===== src/rtl/mux2_4b_arb_ctrl.sv =====
// Two-requester weighted round-robin arbiter driving a 4-bit 2:1 mux into a single-entry output buffer.
// Optional transfer statistics counters are enabled with `define MUX2_ARB_STATS_EN.
module mux2_4b_arb_ctrl #(
    parameter int unsigned BURST_MAX = 1
) (
    input  logic       clk,
    input  logic       rst_n,
    input  logic       in0_val,
    output logic       in0_rdy,
    input  logic [3:0] in0_msg,
    input  logic       in1_val,
    output logic       in1_rdy,
    input  logic [3:0] in1_msg,
    output logic       sel,
    output logic       out_val,
    input  logic       out_rdy,
    output logic [3:0] out_msg
`ifdef MUX2_ARB_STATS_EN
    ,
    input  logic       stat_clr,
    output logic [7:0] stat_cnt0,
    output logic [7:0] stat_cnt1
`endif
);

    localparam int unsigned MSG_W = 4;
    localparam int unsigned CNT_W = 4;
    localparam logic [CNT_W-1:0] CNT_LAST = CNT_W'(BURST_MAX - 1);

    logic             prio_q;
    logic [CNT_W-1:0] cnt_q;

    logic             grant;
    logic             accept_ok;
    logic             contended;
    logic             xfer_in;

    logic             prio_d;
    logic [CNT_W-1:0] cnt_d;
    logic             val_d;
    logic [MSG_W-1:0] msg_d;

    // Grant: a lone requester wins; otherwise the priority holder wins.
    always_comb begin
        contended = in0_val & in1_val;
        if (in0_val & ~in1_val) begin
            grant = 1'b0;
        end else if (in1_val & ~in0_val) begin
            grant = 1'b1;
        end else begin
            grant = prio_q;
        end
        accept_ok = ~out_val | out_rdy;
        sel       = grant;
        in0_rdy   = accept_ok & ~grant;
        in1_rdy   = accept_ok & grant;
        xfer_in   = grant ? (in1_val & in1_rdy) : (in0_val & in0_rdy);
    end

    // Next-state: buffer fill/drain and burst-weighted priority rotation.
    always_comb begin
        prio_d = prio_q;
        cnt_d  = cnt_q;
        val_d  = out_val;
        msg_d  = out_msg;
        if (xfer_in) begin
            val_d = 1'b1;
            msg_d = grant ? in1_msg : in0_msg;
            if (contended) begin
                if (cnt_q == CNT_LAST) begin
                    prio_d = ~prio_q;
                    cnt_d  = '0;
                end else begin
                    cnt_d = cnt_q + CNT_W'(1);
                end
            end
        end else if (out_val & out_rdy) begin
            val_d = 1'b0;
        end
    end

    always_ff @(posedge clk or negedge rst_n) begin
        if (!rst_n) begin
            prio_q  <= 1'b0;
            cnt_q   <= '0;
            out_val <= 1'b0;
            out_msg <= '0;
        end else begin
            prio_q  <= prio_d;
            cnt_q   <= cnt_d;
            out_val <= val_d;
            out_msg <= msg_d;
        end
    end

`ifdef MUX2_ARB_STATS_EN
    // Saturating per-port accepted-transfer counters; clear wins over increment.
    always_ff @(posedge clk or negedge rst_n) begin
        if (!rst_n) begin
            stat_cnt0 <= '0;
            stat_cnt1 <= '0;
        end else if (stat_clr) begin
            stat_cnt0 <= '0;
            stat_cnt1 <= '0;
        end else if (xfer_in) begin
            if (!grant && stat_cnt0 != 8'hFF) begin
                stat_cnt0 <= stat_cnt0 + 8'(1);
            end
            if (grant && stat_cnt1 != 8'hFF) begin
                stat_cnt1 <= stat_cnt1 + 8'(1);
            end
        end
    end
`endif

endmodule


===== config.mk =====
export PLATFORM = sky130hd
export DESIGN_NAME = mux2_4b_arb_ctrl
export DESIGN_NICKNAME = d
export VERILOG_FILES = /design/src/rtl/mux2_4b_arb_ctrl.sv
export SDC_FILE = /design/constraint.sdc
export NUM_CORES = 1
export LEC_CHECK = 0
export CORE_MARGIN = 4
export CORE_UTILIZATION = 30
export DETAILED_ROUTE_END_ITERATION = 8
export PLACE_DENSITY = 0.62
export REMOVE_ABC_BUFFERS = 1
export SLEW_MARGIN = 0
export SYNTH_ARGS = -nofsm -noshare
export SYNTH_HDL_FRONTEND = slang
export SYNTH_SLANG_ARGS = --single-unit
export TNS_END_PERCENT = 100

===== constraint.sdc =====
create_clock -name clk -period 1.6 [get_ports clk]
set_input_delay 0.16 -clock clk [delete_from_list [all_inputs] [get_ports clk]]
set_output_delay 0.16 -clock clk [all_outputs]
set_load 0.03 [all_outputs]

=== Word level (Yosys, flattened, before mapping) ===
Index checks and enable logic that the tools add are counted.

* Flip-flop bits (word level): 10
* Input port bits: 13
* Output and inout bits: 8
* Word-level logic and storage cells: 30

* Add/subtract/negate cells: 1
* Mux-type cells: 7
* Bitwise logic cells: 14
* Reduce and logical (&&, ||, !) cells: 4

{| class="wikitable"
|+ Operator list
! kind !! number
|-
| $and A1 B1 Y1 || 8
|-
| $mux W4 || 2
|-
| $mux W1 || 5
|-
| $not A1 Y1 || 5
|-
| $add A4 B1 Y4 const B || 1
|-
| $logic_not A4 Y1 || 1
|-
| $reduce_and A3 Y1 || 1
|-
| $reduce_and A2 Y1 || 1
|-
| $reduce_bool A2 Y1 || 1
|-
| $or A1 B1 Y1 || 1
|}

=== Longest topological paths before layout ===
* Depth in word-level cells: 9
* Mapped depth: 5
* Mapped depth without buffers: 5

=== Worst setup path before layout ===
Ideal clock, no wire load.

* Kind: reg2out
* Start: register prio_q
* End: output port in0_rdy
* Arrival time: 1485 ps
* Required time: 1440 ps
* Path slack: -45 ps
* Cell stages (with the launch flop): 4
* Buffers on the path: 1
* Cells stage by stage: dfrtp_1 > clkbuf_1 > maj3_1 > nor2_1

* Cells in the longest elaborated chain, start to end: 4

{| class="wikitable"
|+ RTL lines
! what !! line !! source
|-
| start: declaration || 30 || <nowiki>logic prio_q;</nowiki>
|-
| start signal: assignment || 89 || <nowiki>prio_q <= prio_d;</nowiki>
|-
| $mux W1 || 48 || <nowiki>end else if (in1_val & ~in0_val) begin</nowiki>
|-
| $mux W1 || 46 || <nowiki>if (in0_val & ~in1_val) begin</nowiki>
|-
| net sel || 14 || <nowiki>output logic sel,</nowiki>
|-
| $not A1 Y1 || 55 || <nowiki>in0_rdy = accept_ok & ~grant;</nowiki>
|-
| $and A1 B1 Y1 || 55 ||
|-
| end: declaration || 9 || <nowiki>output logic in0_rdy,</nowiki>
|}

The timed path passes the listed nets, and every way through them passes these cells.

=== Final worst setup path ===
* Start: input port in0_val
* End: output port in1_rdy

* Cells in the longest elaborated chain, start to end: 5
* Elaborated cells between the ends (all ways): 6
* Classes of those cells: 2 x mux; 4 x bitwise

{| class="wikitable"
|+ RTL lines
! what !! line !! source
|-
| start: declaration || 8 || <nowiki>input logic in0_val,</nowiki>
|-
| $not A1 Y1 || 48 ||
|-
| $and A1 B1 Y1 || 48 ||
|-
| $mux W1 || 48 ||
|-
| $mux W1 * || 46 ||
|-
| $and A1 B1 Y1 * || 56 || <nowiki>in1_rdy = accept_ok & grant;</nowiki>
|-
| end: declaration || 12 || <nowiki>output logic in1_rdy,</nowiki>
|}

Every way passes the cells marked *; elsewhere a longest branch is shown, timed or not.

==> metrics.cfg <==
[yosys]
muxShareOfSynthArea=0.0576
syn-instance-count=58
synthesis.area_um2=587
syn_avg_cell_area_um2=10.1
yosysWarnings=0
synth_compound_gate_area_share=0.162
synth-simple-area-share=0.164
netlist-cell-type-count=24
synth_seq_cells=10
synth_xor_area_frac=0.0426
synthAdderAreaFrac=0.0597
ys_seq_area_frac=0.426
synth_top_family_by_area=simple AND/OR/NAND/NOR gates

[grt]
antenna_found_initial=0
grt_overflow_total=0
grt_max_degree=13
grt_use_total=0.108
first_global_vias=500
grt_pass1_wl_mm=2.06

[routing]
route.met2.wl_um=661
routed_wl_mm=1.36
met3_length_um=108
dr.pass1.iters=4
routedWlPerCell_um=12.5
via_count=537
antenna_left=0
routed.top_layer=met4
wl_met1_um=575
drc=0
drt_iter0_drc=7
routed_via_density=4.93

[clock_network]
htreeDepth=1
clkTransAtPathRegs_ns=0.06
cts_sinks=10
cts-root-buf=clkbuf_4
clk_latency_ns=0.26
max-clock-path-buffers=2
cts_tree=built
cts-buffers-inserted=3

[finish]
layout-drive-gt1-share=0.238
layout.cells.non_filler=109
syn_to_final_growth_pct=45.6
mostFrequentLayoutCells=17 x clkdlybuf4s50_1, 10 x dfrtp_1, 8 x o2111ai_1, 8 x buf_4, 6 x nand3_1
mostFrequentLayoutCell=clkdlybuf4s50_1
final_nets=101
diodes=0

[worst_setup_path]
critPathMaxFanout=3
required_ns=1.44
rrSetupSlack_ns=0.28
cp.arrival_ns=1.39
startpoint=in0_val
start_kind=input port
critical_path_class=in -> out
r2r_end=cnt_q[0]
regToRegStartpoint=cnt_q[0]
endpoint_kind=output port
worstRegToRegCells=5

[sta]
finalSetupViolCount=0
slew_headroom=0.701
period_minus_slack_ns=1.55
maxSlewViolCount=0
max_freq_mhz=646
tightest_slew_ns=0.447
final.period_utilization=0.967
rsz0062_at_grt=true
finClkSkew_ns=0.00761
hold_violations=0

[die]
io_pins=21
die_area_um2=2730
die_w_um=52.2
die_height_um=52.2
initial_core_util=0.329
core_um2=1780
fp-row-count=15

[power_and_ir_drop]
switching_share=0.379
ir_worst_vdd_mv=0.731
internal_power_uw=664
seqPwrFrac=0.390
p_per_area_nw_per_um2=1250
p_leak_uw=0.000370
power.total_uw=1070
comb_power_share=0.456
switchingPower_uw=405
clkPwrFrac=0.154

[worst_hold_path]
min_path_type=in -> async

[place]
port_buffers=20
numPlacedInstances=106
place_congestion=0.846
hpwl_mm=1.08

[flow_run]
drv_cap=0

[run_status]
outcome=completed

cell families (layout without fill, tap and decap cells):
kind of cell | count (synthesis) | after routing
AOI/OAI and AO/OA | 13 | 13
buffers and inverters | 10 | 36
xor gates and xnor gates | 2 | 2
and+or+nand+nor | 17 | 17
muxes | 3 | 3
adders and majority gates | 3 | 3
DFF | 10 | 10
synth_stat cells:
cell	number	area share
nor2_1	3	0.019
inv_1	4	0.026
buf_4	1	0.013
nand4_1	2	0.021
clkbuf_1	2	0.013
dfrtp_1	10	0.43
or4_4	1	0.019
nor3b_1	1	0.013
nand2b_1	1	0.011
buf_6	1	0.019
o21ai_0	4	0.034
a21oi_1	1	0.0085
nand3_1	6	0.051
inv_2	1	0.0064
xnor2_2	1	0.028
o2111ai_1	8	0.12
and2_1	1	0.011
ha_1	2	0.043
nand2_1	1	0.0064
inv_4	1	0.011
mux2_2	3	0.058
maj3_1	1	0.017
and2b_1	1	0.013
xnor2_1	1	0.015
sequential cells by signal, indices dropped and copies added, names as in the netlist:
name / count
cnt_q: 4
prio_q: 1
out_msg: 4
out_val: 1
critical path, stage by stage:
cell and delay [ns]:
clkdlybuf4s50_1 0.49, inv_2 0.05, maj3_1 0.37, and2_1 0.15
buf_2 0.17
stage by stage:
stage / setup slack (ns) / setup TNS, ns / hold WS [ns] / utilization / area [um2]
after floorplan: 0.0279 / 0 / -0.136 / - / 561
after global placement: -0.358 / -0.638 / 0.503 / 0.472 / 842
after detailed placement: -0.365 / -0.651 / 0.508 / 0.472 / 842
after CTS: -0.0529 / -0.0529 / 0.230 / 0.485 / 865
after global routing: -0.00526 / -0.00526 / 0.231 / 0.479 / 855
final: 0.0528 / 0 / 0.210 / 0.479 / 855
power by group through the flow:
| stage | combinational, uW | sequential [uW] | clock, uW |
|---|---|---|---|
| after CTS | 498 | 418 | 170 |
| after global placement | 498 | 421 | 0 |
| after global routing | 541 | 432 | 182 |
| final | 487 | 417 | 164 |
| after floorplan | 244 | 472 | 0 |
| after detailed placement | 504 | 421 | 0 |
final cells by class:
type,instances,area [um2]
Multi-Input combinational cell,38,285
Timing Repair Buffer,27,240
Inverter,6,25.0
Fill cell,184,928
Sequential cell,10,250
Clock buffer,3,22.5
Tap cell,25,31.3
worst max-delay path by stage:
stage,to,slack [ns],depth (start not counted)
after global routing,in1_rdy,-0.005,5
final,in1_rdy,0.05,5
after CTS,in1_rdy,-0.05,5
after global placement,in1_rdy,-0.36,5
after floorplan,in0_rdy,0.03,2
after detailed placement,in1_rdy,-0.37,5
metal layers:
layer  global-route usage  up-vias
met5                    0        -
met4               0.0383        0
met3               0.0570        2
met2                0.159       15
met1                0.133      252
li1                     -      268
what timing repair did:
item	in CTS	in global routing
hold endpoints to repair	0	0
setup endpoints to repair	2	2
resized for setup	4	4
setup buffers	0	0
hold buffers	0	0
Note: power is estimated with default switching activity, not from simulation.
